`src/rtl/rr_arb_pkg.sv`:
```
// Shared constants for the round-robin arbiter: requester count,
// index width, FSM state encodings and a one-hot to index helper.
package rr_arb_pkg;
  localparam int N_REQ = 8;
  localparam int ID_W  = 3;

  localparam logic [0:0] IDLE = 1'b0;
  localparam logic [0:0] OWN  = 1'b1;

  // One-hot (or zero) vector to binary index; zero maps to 0.
  function automatic logic [ID_W-1:0] oh2id(input logic [N_REQ-1:0] oh);
    logic [ID_W-1:0] id;
    id = '0;
    for (int i = 0; i < N_REQ; i++)
      if (oh[i]) id = id | ID_W'(i);
    return id;
  endfunction
endpackage

```
`src/rtl/rr_arbiter_pick.sv`:
```
// rr_pick: combinational round-robin winner select. Lowest eligible bit at
// or above ptr, else lowest eligible bit overall. Bits in excl never win.
module rr_pick
  import rr_arb_pkg::*;
(
  input  logic [N_REQ-1:0] req,
  input  logic [ID_W-1:0]  ptr,
  input  logic [N_REQ-1:0] excl,
  output logic [N_REQ-1:0] win,
  output logic             vld
);
  logic [N_REQ-1:0] elig, ge_ptr, hi, src;

  genvar i;
  generate
    for (i = 0; i < N_REQ; i++) begin : g_mask
      assign ge_ptr[i] = (ID_W'(i) >= ptr);
    end
  endgenerate

  assign elig = req & ~excl;
  assign hi   = elig & ge_ptr;

  // Isolate the lowest set bit of the upper window, falling back to wrap.
  always_comb begin
    src = (|hi) ? hi : elig;
    win = src & (~src + N_REQ'(1));
    vld = |elig;
  end
endmodule

```
`src/rtl/rr_arbiter.sv`:
```
// rr_arbiter: 8-way round-robin arbiter with ownership tenure.
// Define RR_ARBITER_TIMEOUT_EN to bound tenure to HOLD_MAX cycles; without it
// an owner keeps the grant for as long as it requests and expired is 0.
module rr_arbiter
  import rr_arb_pkg::*;
#(
  parameter int HOLD_MAX = 16
) (
  input  logic             clk,
  input  logic             rst_n,
  input  logic [N_REQ-1:0] req,
  output logic [N_REQ-1:0] grant,
  output logic             grant_valid,
  output logic [ID_W-1:0]  grant_id,
  output logic             expired
);
  generate
    if (HOLD_MAX < 2 || HOLD_MAX > 31) begin : g_bad_hold
      $error("rr_arbiter: HOLD_MAX must be in 2..31");
    end
  endgenerate

  logic [0:0]       state_q, state_d;
  logic [N_REQ-1:0] grant_q, grant_d;
  logic [ID_W-1:0]  ptr_q, ptr_d;
  logic [N_REQ-1:0] win, excl;
  logic             win_vld, own_req, issue;

  // The current owner never competes in its own handoff.
  assign excl    = (state_q == OWN) ? grant_q : '0;
  assign own_req = |(req & grant_q);

  rr_pick u_pick (
    .req  (req),
    .ptr  (ptr_q),
    .excl (excl),
    .win  (win),
    .vld  (win_vld)
  );

`ifdef RR_ARBITER_TIMEOUT_EN
  logic [4:0] cnt_q, cnt_d;
  logic       exp_q, exp_d;
  logic       tmo;
  // Last cycle of a full tenure: the next edge completes HOLD_MAX OWN cycles.
  assign tmo = (state_q == OWN) && (cnt_q == 5'(HOLD_MAX - 1));
`endif

  // Next-state: grant on idle, hold while owner requests, hand off on release
  // (or forced rotation) in the same edge.
  always_comb begin
    state_d = state_q;
    grant_d = grant_q;
    ptr_d   = ptr_q;
    issue   = 1'b0;
`ifdef RR_ARBITER_TIMEOUT_EN
    cnt_d   = cnt_q;
    exp_d   = 1'b0;
`endif
    if (state_q == IDLE) begin
      issue = win_vld;
    end else if (!own_req) begin
      if (win_vld) issue = 1'b1;
      else begin
        state_d = IDLE;
        grant_d = '0;
`ifdef RR_ARBITER_TIMEOUT_EN
        cnt_d   = '0;
`endif
      end
`ifdef RR_ARBITER_TIMEOUT_EN
    end else if (tmo) begin
      if (win_vld) begin
        issue = 1'b1;
        exp_d = 1'b1;
      end else begin
        cnt_d = '0;
      end
    end else begin
      cnt_d = cnt_q + 5'd1;
`endif
    end
    if (issue) begin
      state_d = OWN;
      grant_d = win;
      ptr_d   = oh2id(win) + ID_W'(1);
`ifdef RR_ARBITER_TIMEOUT_EN
      cnt_d   = '0;
`endif
    end
  end

  // State registers; reset drops any grant immediately.
  always_ff @(posedge clk or negedge rst_n) begin
    if (!rst_n) begin
      state_q <= IDLE;
      grant_q <= '0;
      ptr_q   <= '0;
    end else begin
      state_q <= state_d;
      grant_q <= grant_d;
      ptr_q   <= ptr_d;
    end
  end

`ifdef RR_ARBITER_TIMEOUT_EN
  // Tenure counter and one-cycle expiry pulse.
  always_ff @(posedge clk or negedge rst_n) begin
    if (!rst_n) begin
      cnt_q <= '0;
      exp_q <= 1'b0;
    end else begin
      cnt_q <= cnt_d;
      exp_q <= exp_d;
    end
  end
  assign expired = exp_q;
`else
  assign expired = 1'b0;
`endif

  assign grant       = grant_q;
  assign grant_valid = |grant_q;
  assign grant_id    = oh2id(grant_q);
endmodule

```
`config.mk`:
```
export PLATFORM = sky130hd
export DESIGN_NAME = rr_arbiter
export DESIGN_NICKNAME = d
export VERILOG_FILES = /design/src/rtl/rr_arb_pkg.sv /design/src/rtl/rr_arbiter_pick.sv /design/src/rtl/rr_arbiter.sv
export SDC_FILE = /design/constraint.sdc
export NUM_CORES = 1
export LEC_CHECK = 0
export CORE_AREA = 2 2 67 69
export CTS_CLUSTER_DIAMETER = 40
export DETAILED_ROUTE_END_ITERATION = 7
export DIE_AREA = 0 0 69 71
export GPL_ROUTABILITY_DRIVEN = 1
export GPL_TIMING_DRIVEN = 0
export PLACE_DENSITY = 0.53
export SYNTH_ARGS = -nofsm -noshare
export SYNTH_HDL_FRONTEND = slang
export SYNTH_SLANG_ARGS = --single-unit
```
`constraint.sdc`:
```
create_clock -name clk -period 3.1 [get_ports clk]
set_input_delay 0.31 -clock clk [delete_from_list [all_inputs] [get_ports clk]]
set_output_delay 0.31 -clock clk [all_outputs]
set_load 0.005 [all_outputs]
```
Word-level counts from Yosys, hierarchy flattened:

Cells that the tools add are included.
W data, S select, Z words.

* memory bits (writable): 0
* latch bits: 0
* word-level logic and storage cells: 54
* register bits after elaboration: 12
* output and inout bits: 13
* bits in read-only memories: 0
* memories kept: 0

* reductions and logical operators: 6
* shift-type cells: 0
* order comparisons: 8
* divide/modulo/power cells: 0
* multiply operators: 0
* equal/unequal tests: 2
* bitwise logic cells: 6
* $add $sub $neg: 2
* multiplexer cells: 27

Operator list (number)
* $mux W8: 6
* $and A8 B8 Y8: 4
* $reduce_or A8 Y1: 4
* $mux W3: 9
* $not A8 Y8: 2
* $ge A3 B3 Y1 const A: 4
* $add A8 B1 Y8 const B: 1
* $mux W1: 8
* $mux W2: 4
* $ge A1 B3 Y1 const A: 2
* $ge A2 B3 Y1 const A: 2
* $ne A2 B1 Y1 const B: 2
* $add A3 B1 Y3 const B: 1
* $reduce_and A3 Y1: 1
* $reduce_bool A2 Y1: 1

Longest topological paths before layout:

Gate-level depths: netlist of run 1.

* depth after elaboration: 18
* depth in mapped cells: 14
* mapped depth without buffers: 12

Modules after synthesis:

A second synthesis of run 1 with hierarchy kept.

* cells, all modules: 107
* area total of the unflattened synthesis: 1063.5 µm²

Modules (own cells, without submodules)
* rr_arbiter: sequential area each 300.3 µm², cells an instance 55, times used 1, area each 654.4 µm²
* rr_pick: sequential area each 0.0 µm², cells an instance 52, times used 1, area each 409.1 µm²

Least setup slack after synthesis of run 1:

OpenSTA, ideal clock, no wires.

* path type: flip-flop to flip-flop
* start point: register grant_q[3] (netlist: grant[3])
* end point: register ptr_q[2]
* setup time: 0.069 ns
* period minus slack after synthesis: 2.433 ns
* required time: 3.031 ns
* slack: 0.667 ns
* cell stages (with the launch flop): 13
* arrival time: 2.363 ns
* cells stage by stage: dfrtp_1 -> nand2b_1 -> o21ai_1 -> o311a_1 -> o21ai_1 -> and2_1 -> clkbuf_2 -> o41a_1 -> ha_1 -> nor2_1 -> o31ai_1 -> nor3_1 -> nand3b_1

* cells in the longest elaborated chain, start to end: 18
* elaborated cells on any way between the ends: 24
* classes of those cells: add/sub (2); mux (13); bitwise (6); reduce/logical (3)

RTL lines
* start, declared: RTL line rr_arbiter.sv:24 `logic [N_REQ-1:0] grant_q, grant_d;`
* start signal, assigned: RTL line rr_arbiter.sv:101 `grant_q <= grant_d;`
* $mux W8: RTL line rr_arbiter.sv:30 `assign excl = (state_q == OWN) ? grant_q : '0;`
* $not A8 Y8: RTL line rr_arbiter_pick.sv:21 `assign elig = req & ~excl;`
* $and A8 B8 Y8: RTL line rr_arbiter_pick.sv:21
* $and A8 B8 Y8: RTL line rr_arbiter_pick.sv:22 `assign hi = elig & ge_ptr;`
* $reduce_or A8 Y1: RTL line rr_arbiter_pick.sv:26 `src = (|hi) ? hi : elig;`
* $mux W8: RTL line rr_arbiter_pick.sv:26
* $not A8 Y8: RTL line rr_arbiter_pick.sv:27 `win = src & (~src + N_REQ'(1));`
* $add A8 B1 Y8: RTL line rr_arbiter_pick.sv:27
* $and A8 B8 Y8: RTL line rr_arbiter_pick.sv:27
* $mux W1: RTL line rr_arb_pkg.sv:15 `if (oh[i]) id = id | ID_W'(i);`
* $mux W2 (2 in a row): RTL line rr_arb_pkg.sv:15
* $mux W3 (4 in a row): RTL line rr_arb_pkg.sv:15
* $mux W3: RTL line rr_arbiter.sv:83 `if (issue) begin`
* $add A3 B1 Y3: RTL line rr_arbiter.sv:86 `ptr_d = oh2id(win) + ID_W'(1);`
* end signal, assigned: RTL line rr_arbiter.sv:102 `ptr_q <= ptr_d;`
* end, declared: RTL line rr_arbiter.sv:25 `logic [ID_W-1:0] ptr_q, ptr_d;`

Several ways; a longest one is shown, not always the timed one. The select of a mux whose other input is x is not followed.
A chain may end at the register's enable or synchronous reset.

Worst setup path after layout of run 1:

* start point: input port req[5]
* end point: register ptr_q[2]

* cells in the longest elaborated chain, start to end: 16
* elaborated cells on any way between the ends: 22
* classes of those cells: add/sub (2); mux (12); bitwise (5); reduce/logical (3)

RTL lines
* start, declared: RTL line rr_arbiter.sv:11 `input logic [N_REQ-1:0] req,`
* $and A8 B8 Y8: RTL line rr_arbiter_pick.sv:21
* $and A8 B8 Y8: RTL line rr_arbiter_pick.sv:22
* $reduce_or A8 Y1: RTL line rr_arbiter_pick.sv:26
* $mux W8: RTL line rr_arbiter_pick.sv:26
* $not A8 Y8: RTL line rr_arbiter_pick.sv:27
* $add A8 B1 Y8: RTL line rr_arbiter_pick.sv:27
* $and A8 B8 Y8: RTL line rr_arbiter_pick.sv:27
* $mux W1: RTL line rr_arb_pkg.sv:15
* $mux W2 (2 in a row): RTL line rr_arb_pkg.sv:15
* $mux W3 (4 in a row): RTL line rr_arb_pkg.sv:15
* $mux W3: RTL line rr_arbiter.sv:83
* $add A3 B1 Y3: RTL line rr_arbiter.sv:86

Several ways; a longest one is shown, not always the timed one. The select of a mux whose other input is x is not followed.

==> results of run 1 <==
cell type report:
| cell class | instances | share of cell area |
|---|---|---|
| timing repair buffer | 21 | 0.1340 |
| buffer | 7 | 0.02951 |
| multi-input combinational | 119 | 0.5502 |
| clock buffer | 4 | 0.03509 |
| tap | 52 | 0.04147 |
| sequential | 12 | 0.1914 |
| inverter | 7 | 0.01834 |
how the worst max path moves through the flow:
stage             start       end  slack (ns)  depth (start not counted)
2_1_floorplan  grant[3]  ptr_q[2]        0.67                         12
3_5_place_dp     req[6]  ptr_q[2]       -0.13                         12
4_1_cts          req[6]  ptr_q[2]        0.13                         12
6_report         req[5]  ptr_q[2]        0.18                         13
5_1_grt          req[3]  ptr_q[2]        0.02                         13
3_3_place_gp     req[6]  ptr_q[2]       -0.03                         12
logic make-up (layout without fill, tap and decap cells):
logic type,count (synthesis),in the layout,synth area share
adders and majority gates,1,1,0.01028
AOI/OAI and AO/OA,60,60,0.4358
and+or+nand+nor,57,57,0.2425
other,1,1,0.003080
buffers and inverters,14,39,0.06166
DFF,12,12,0.2467
state kept, by name (all words and copies together) (netlist names):
name	cells
ptr_q	3
state_q	1
grant	8
synthesized netlist by cell type (all sizes together), types with 3 or more instances:
library cell	n	area, sq um
o31ai	3	41.29
or4	4	33.78
nand3	4	25.02
a22o	4	35.03
buf	5	36.28
nor2	11	41.29
inv	7	28.78
o211ai	4	35.03
a21boi	7	60.05
dfrtp	12	300.3
o41ai	3	52.56
nand2	17	63.81
a21oi	7	35.03
a32o	6	60.06
nand2b	7	43.79
o21ai	11	62.56
worst max-delay path: cells and delay by family:
family / cells / cell delay, ns
AOI/OAI and AO/OA: 5 / 1.17
buffers and inverters: 2 / 0.73
and+or+nand+nor: 5 / 0.67
adders and majority gates: 1 / 0.21
per-layer routing:
metal  global-route usage  up-vias  part of all wire
met5                    0        -                 0
met4              0.04793        0             0.025
met3              0.04416       12             0.051
met2               0.2692       49              0.49
met1               0.2019      602              0.43
li1                     -      607                 -
report_power, final:
part / internal (mW) / total (mW) / switching, mW
combinational: 0.550 / 1.21 / 0.657
clock: 0.112 / 0.173 / 0.0607
sequential: 0.219 / 0.306 / 0.0869
total: 0.881 / 1.69 / 0.804
==> impl_results.md, run 1 <==
- Startpoint class of the critical path: input pin
- Ys async rst share: 1.000
- Post-route ant nets: 0
- Most common cell after layout, fill and taps aside: clkdlybuf4s50_1
- Clk sinks: 12
- Relative slew slack: 0.6069
- Worst R2R Start: grant[3]
- Post-placement cell count: 218
- DR DRC count: 0
- Post-CTS sizing: 0
- Worst path cell trace: clkdlybuf4s50_1 > a21bo_2 > nand3_1 > o311a_1 > o21ai_1 > and2_1 > clkbuf_2 > o41a_1 > ha_1 > nor2_1 > o31ai_1 > nor3_1 > nand3b_1
- Pin count of the biggest net entering global routing: 13
- Die Area: 0.004899 sq mm
- Initial antenna violation count: 0
- Fillers: 453
- Final period utilization: 0.9416
- Max cap viols: 0
- Proportion of layout cells with a drive suffix above 1: 0.1941
- Ys flop type: dfrtp_1
- P per Cell Area: 1074 mW/mm^2
- Seq. cell area: roughly 300 sq um
- Setup TNS: 0 ns
- Final cell count without fillers: 222
- Final net count: 182
- Part of the Yosys area used for sequential elements: 0.2467
- Drt pass-1 iters: 4
- Area taken by multi-input logic gates: 863.3 sq um
- Row count: 24
- Fin util: 0.3732
- # Post-CTS Setup Buffers: 0
- Post-DP HPWL: 3036 um
- Pleak: 0.6182 nW
- Post-synth EDFFs: 0
- Synth warnings: 0
- R2R depth: 12
- Worst hold path class: in2async
- Initial Utilization: 0.2896
- Vias in the first global route: 1252
- Most frequent cells in the layout: 21 x clkdlybuf4s50_1, 17 x nand2_1, 12 x dfrtp_1
- Layout Skew: 0.0006798 ns
- FF+latch count, synth: 12
- # setup viols final: 0
- Distinct cell type count after synthesis: 55
- Worst reg2reg endpoint: ptr_q[2]
- RSZ-0062 raised after global routing: no
- Longest Clk Path Bufs: 2
- Post-layout min period: 2.919 ns
- Worst slew pin tran: 0.5878 ns
- CTS root buf: clkbuf_8
- CTS Buf Count: 3
- Die H: approximately 71 um
- Max VDD drop: 0.2288 mV
- Slew Viols, Final: 0
- CTS H-Tree Depth: 1
- Cell area after layout: roughly 0.0016 sq mm
- Via/cell ratio: 5.721
- CP max FO: 6
- Cell Area, Placed: around 0.0015 sq mm
- Vias after detailed routing: 1270
- Core Area: 0.004204 sq mm
- P&R area growth vs syn: 28.88%
- Routed WL: 3906 um
- Final hold vios: 0
- Hold buffer count at CTS: 0
- DR iter-0 viols: 130
- Status: completed
- Die Width: 69 um
- Total track usage: 0.1605
- Overflow left after global routing: 0
- Crit. End Element: flop
- Drt wl/cell: 17.59 um
- First-pass GRT wire length: 6382 um
- Cells after synthesis: roughly 150
- CTS clk-pin slew, worst paths: 0.05 ns
- CTS tree: built
- Synth Area per Inst: 8.396 sq um
- Worst setup slack after layout: 0.1810 ns
- Cell Area, Synth: ~0.0012 sq mm
- Clk_lat worst skew: around 0.24 ns
- Syn Nets: 156
- Worst stage delay on the critical path: 0.57 ns
- Worst reg-to-reg setup slack: 0.31 ns
- Final Wtd Congestion: 0.9540
- Pwr Total: 1.685 mW
- Arrival time of the worst setup path: 3.09 ns
- Top Ports: 23
- Crit path required time: 3.27 ns
- Slowest-stage cell, CP: clkdlybuf4s50_1
- # diodes: 0
- Setup WS pre-CTS: -0.1334 ns
- PortBufs: 21
- WS Path Type: in2reg
- Hold_ws: 0.4418 ns
- Fmax: approximately 0.34 GHz
Power figures use the tool's default switching activity.
==> run 2: changes to the inputs <==
--- a/config.mk
+++ b/config.mk
@@ -5,13 +5,13 @@
 export SDC_FILE = /design/constraint.sdc
 export NUM_CORES = 1
 export LEC_CHECK = 0
-export CORE_AREA = 2 2 67 69
+export CORE_AREA = 2 2 94 51
 export CTS_CLUSTER_DIAMETER = 40
 export DETAILED_ROUTE_END_ITERATION = 7
-export DIE_AREA = 0 0 69 71
+export DIE_AREA = 0 0 96 53
 export GPL_ROUTABILITY_DRIVEN = 1
 export GPL_TIMING_DRIVEN = 0
-export PLACE_DENSITY = 0.53
+export PLACE_DENSITY = 0.52
 export SYNTH_ARGS = -nofsm -noshare
 export SYNTH_HDL_FRONTEND = slang
 export SYNTH_SLANG_ARGS = --single-unit
==> impl_results.md, run 2 (synthesis results as in run 1) <==
- CTS H-Tree Depth: 1
- Worst path cell trace: clkdlybuf4s50_1 > nand2b_1 > a21oi_1 > o311a_1 > o21ai_1 > and2_1 > clkbuf_2 > o41a_1 > ha_1 > nor2_1 > o31ai_1 > nor3_1 > nand3b_1
- Final period utilization: 0.9474
- Crit path required time: 3.28 ns
- Worst reg2reg endpoint: ptr_q[2]
- Initial antenna violation count: 0
- Final net count: between 150 and 200
- Max VDD drop: 0.3939 mV
- # Post-CTS Setup Buffers: 0
- P per Cell Area: 1091 mW/mm^2
- Worst stage delay on the critical path: 0.56 ns
- Total track usage: 0.1699
- Crit. Startpoint: req[3]
- Setup TNS: 0 ns
- Die Width: 96 um
- Hold_ws: 0.4419 ns
- Slowest-stage cell, CP: clkdlybuf4s50_1
- Most frequent cells in the layout: 21 x clkdlybuf4s50_1, 17 x nand2_1, 12 x dfrtp_1
- Status: completed
- Die H: 53 um
- P_sw: roughly 0.82 mW
- Initial Utilization: 0.2876
- Final Wtd Congestion: ~0.93
- Die Area: 0.005088 sq mm
- Worst slew pin tran: about 0.62 ns
- Sw Ratio: 0.4846
- Critical path's top delay family: compound AO/OA/AOI/OAI gates
- Clk sinks: 12
- CP max FO: 6
- Max cap viols: 0
- Worst R2R Start: grant[3]
- Overflow left after global routing: 0
- # diodes: 0
- Crit. End Element: flop
- Int Pwr: approximately 0.87 mW
- Drt wl/cell: 17.42 um
- Vias after detailed routing: 1278
- CTS Buf Count: 3
- Most common cell after layout, fill and taps aside: clkdlybuf4s50_1
- Longest Clk Path Bufs: 2
- Seq pwr share: 0.183
- Clk pwr share: 0.109
- Hold buffer count at CTS: 0
- Worst reg-to-reg setup slack: 0.25 ns
- PortBufs: 21
- Final hold vios: 0
- DR DRC count: 0
- CTS tree: built
- Pleak: 0.6157 nW
- Layout Skew: 0.004174 ns
- P&R area growth vs syn: 27.65%
- Clk_lat worst skew: 0.25 ns
- Row count: 17
- Proportion of layout cells with a drive suffix above 1: 0.1765
- Gate power share: 0.708
- Arrival time of the worst setup path: 3.12 ns
- Drt pass-1 iters: 4
- CP bufs+invs: 2
- Top Ports: 23
- # setup viols final: 0
- RSZ-0062 raised after global routing: no
- Pin count of the biggest net entering global routing: 13
- Flip-flop count of the largest register after layout: 8
- WS Path Type: in2reg
- R2R depth: 12
- Fin util: 0.3671
- Slew Viols, Final: 0
- Vias in the first global route: 1154
- CTS root buf: clkbuf_8
- Startpoint class of the critical path: input pin
- Post-DP HPWL: ~3200 um
- DR iter-0 viols: 132
- Post-route ant nets: 0
- Post-CTS sizing: 0
- Relative slew slack: 0.5841
- Worst hold path class: in2async
- First-pass GRT wire length: 6334 um
- CTS clk-pin slew, worst paths: 0.07 ns
- Core Area: 0.004233 sq mm
- Post-layout min period: between 2 and 3 ns
- Routed WL: 3954 um
- Fmax: ~0.34 GHz
- Via/cell ratio: between 5 and 6
-- run 2: cell count changes in the layout (fill, tap and decap cells not counted) --
cell,change
a21oi_2,-1
a21oi_1,+1
o21ai_1,+1
a2111oi_1,+1
a2111oi_2,-1
o31ai_2,+1
o21ai_2,-1
o31ai_4,-1
-- run 2: routing by layer --
layer / wire length [um] / GRT usage / vias up
met4: 0 / 0.01429 / 0
met2: 1410 / 0.2083 / 57
met1: 2042 / 0.2725 / 612
li1: - / - / 609
met3: 500 / 0.06553 / 0
met5: 0 / 0 / -
-- run 2: worst max-delay path by stage --
stage	cells past startpoint	slack [ns]	endpoint
2_1_floorplan	12	0.67	ptr_q[2]
3_3_place_gp	13	-0.006	ptr_q[2]
3_5_place_dp	13	-0.05	ptr_q[2]
4_1_cts	13	0.20	ptr_q[2]
5_1_grt	13	0.06	ptr_q[2]
6_report	13	0.16	ptr_q[2]
-- run 2: layout make-up --
class	count	area (sq um)
tap	57	71.32
timing repair buffer	21	210.2
multi-input combinational	119	842.1
fill	435	2679
inverter	7	28.78
sequential	12	300.3
clock buffer	4	55.05
buffer	7	46.29
-- run 2: per-stage QoR --
stage / instances / instance area, sq um / worst slack, ns / power [mW]
6_report: 227 / 1554 / 0.1631 / 1.696
5_1_grt: 227 / 1554 / 0.06211 / 1.828
4_1_cts: 227 / 1554 / 0.1990 / 1.680
3_5_place_dp: 223 / 1499 / -0.04986 / 1.490
3_3_place_gp: 223 / 1499 / -0.005641 / 1.495
2_1_floorplan: 145 / 1217 / 0.6672 / 1.078
-- run 2: power groups by stage --
stage	sequential, mW	clock [mW]	combinational (mW)
floorplan	0.281	0	0.798
global placement	0.310	0	1.18
detailed placement	0.310	0	1.18
CTS	0.307	0.187	1.19
global route	0.323	0.192	1.31
finish	0.310	0.185	1.20
==> run 3: changes to the inputs <==
--- a/config.mk
+++ b/config.mk
@@ -5,13 +5,15 @@
 export SDC_FILE = /design/constraint.sdc
 export NUM_CORES = 1
 export LEC_CHECK = 0
+export CELL_PAD_IN_SITES_DETAIL_PLACEMENT = 1
+export CELL_PAD_IN_SITES_GLOBAL_PLACEMENT = 1
 export CORE_AREA = 2 2 94 51
 export CTS_CLUSTER_DIAMETER = 40
 export DETAILED_ROUTE_END_ITERATION = 7
 export DIE_AREA = 0 0 96 53
 export GPL_ROUTABILITY_DRIVEN = 1
 export GPL_TIMING_DRIVEN = 0
-export PLACE_DENSITY = 0.52
+export PLACE_DENSITY = 0.65
 export SYNTH_ARGS = -nofsm -noshare
 export SYNTH_HDL_FRONTEND = slang
 export SYNTH_SLANG_ARGS = --single-unit
==> impl_results.md, run 3 (synthesis results as in run 1) <==
- Status: completed
- Worst path cell trace: clkdlybuf4s50_1 > nand2b_1 > o21ai_2 > o311a_1 > o21ai_1 > and2_1 > clkbuf_2 > o41a_1 > ha_1 > nor2_1 > o31ai_1 > nor3_1 > nand3b_1
- DR top layer: met3
- Setup WS pre-CTS: -0.04808 ns
- Slowest-stage cell, CP: clkdlybuf4s50_1
- R2R depth: 12
- Worst reg-to-reg setup slack: 0.28 ns
- Fmax: 0.3412 GHz
- Final Wtd Congestion: 0.9135
- Pleak: 0.6206 nW
- Metal-1 WL: 2226 um
- P per Cell Area: 1078 mW/mm^2
- Initial Utilization: 0.2876
- Post-CTS sizing: 0
- Final hold vios: 0
- Hold buffer count at CTS: 0
- Die Width: 96 um
- Core Area: ~0.0042 sq mm
- Cell area after layout: between 0.0015 and 0.002 sq mm
- Longest Clk Path Bufs: 2
- Post-layout min period: 2.931 ns
- Worst R2R Start: ptr_q[2]
- Crit path capture: ptr_q[2]
- # Post-CTS Setup Buffers: 0
- # setup viols final: 0
- CTS root buf: clkbuf_8
- Overflow left after global routing: 0
- Max VDD drop: 0.3404 mV
- Most common cell after layout, fill and taps aside: clkdlybuf4s50_1
- CTS H-Tree Depth: 1
- Initial antenna violation count: 0
- CTS Buf Count: 3
- Startpoint class of the critical path: input pin
- Worst setup slack after layout: about 0.17 ns
- Final net count: between 150 and 200
- Die Area: 0.005088 sq mm
- Flip-flop count of the largest register after layout: 8
- Slew Viols, Final: 0
- Total track usage: 0.1862
- Fillers: ~530
- Post-DP HPWL: roughly 3600 um
- CTS tree: built
- Post-route ant nets: 0
- Cell Area, Placed: around 0.0015 sq mm
- Worst hold path class: in2async
- Top Ports: 23
- Proportion of layout cells with a drive suffix above 1: 0.1953
- Vias in the first global route: 1285
- Max cap viols: 0
- Routed WL: 4391 um
- Drt wl/cell: 19.43 um
- DR iter-0 viols: 84
- Met3 WL: 372 um
- First-pass GRT wire length: 6962 um
- PortBufs: 21
- WS Path Type: in2reg
- Worst stage delay on the critical path: 0.58 ns
- Die H: ~53 um
- Worst slew pin tran: 0.6168 ns
- Crit path required time: 3.27 ns
- Clk sinks: 12
- CTS clk-pin slew, worst paths: 0.06 ns
- Crit. Startpoint: req[3]
- Critical path's top delay family: compound AO/OA/AOI/OAI gates
- Row count: 17
- Drt pass-1 iters: 4
- # diodes: 0
- Arrival time of the worst setup path: 3.10 ns
- Vias after detailed routing: 1278
- Most frequent cells in the layout: 20 x clkdlybuf4s50_1, 17 x nand2_1, 12 x dfrtp_1
- P&R area growth vs syn: 28.98%
- Final period utilization: 0.9454
- CP max FO: 6
- Via/cell ratio: 5.655
- Hold_ws: 0.4486 ns
- Clk_lat worst skew: ~0.24 ns
- Relative slew slack: 0.5845
- Layout Skew: 0.009224 ns
- RSZ-0062 raised after global routing: no
- Worst reg2reg endpoint: ptr_q[2]
- Pin count of the biggest net entering global routing: 13
- WP depth: 13
- Crit. End Element: flop
- CP bufs+invs: 2
- DR DRC count: 0
- WL met2: around 1800 um
- Fin util: 0.3710
-- run 3: changes by cell type in the layout (fill, tap and decap cells not counted), sizes merged --
cell | before | now
dlymetal6s2s | 0 | 1
clkbuf | 6 | 5
clkdlybuf4s50 | 21 | 20
-- run 3: worst min-delay path by stage --
stage	startpoint	end	slack [ns]	cells after the start
finish	rst_n	grant[7]	0.45	1
global route	rst_n	grant[6]	0.49	1
CTS	rst_n	grant[4]	0.46	1
detailed placement	grant[1]	grant[1]	0.64	2
global placement	grant[1]	grant[1]	0.63	2
floorplan	rst_n	grant[0]	0.01	0
-- run 3: routing by layer --
metal  GRT usage  vias to the layer above
li1            -                      609
met1      0.2923                      625
met2      0.2593                       44
met3     0.04558                        0
met4     0.01429                        0
met5           0                        -
-- run 3: power by group --
part	switching, mW	total (mW)	internal (mW)
sequential	0.0971	0.316	0.219
clock	0.0543	0.140	0.0853
combinational	0.686	1.24	0.552
-- run 3: cell type report --
| cell class | instances | area (sq um) | share of cell area |
|---|---|---|---|
| flip-flops and latches | 12 | 300.3 | 0.1912 |
| well taps | 57 | 71.32 | 0.04542 |
| repair buffers | 21 | 212.7 | 0.1355 |
| multi-input cells | 119 | 869.6 | 0.5538 |
| inverters | 7 | 28.78 | 0.01833 |
| plain buffers | 7 | 46.29 | 0.02948 |
| clock buffers | 3 | 41.29 | 0.02629 |
-- run 3: through the flow --
step                      cells  setup TNS [ns]  power, mW
after floorplan             145               0      1.078
after global placement      223               0      1.497
after detailed placement    223        -0.04808      1.524
after CTS                   226               0      1.668
after global routing        226               0      1.846
final                       226               0      1.693
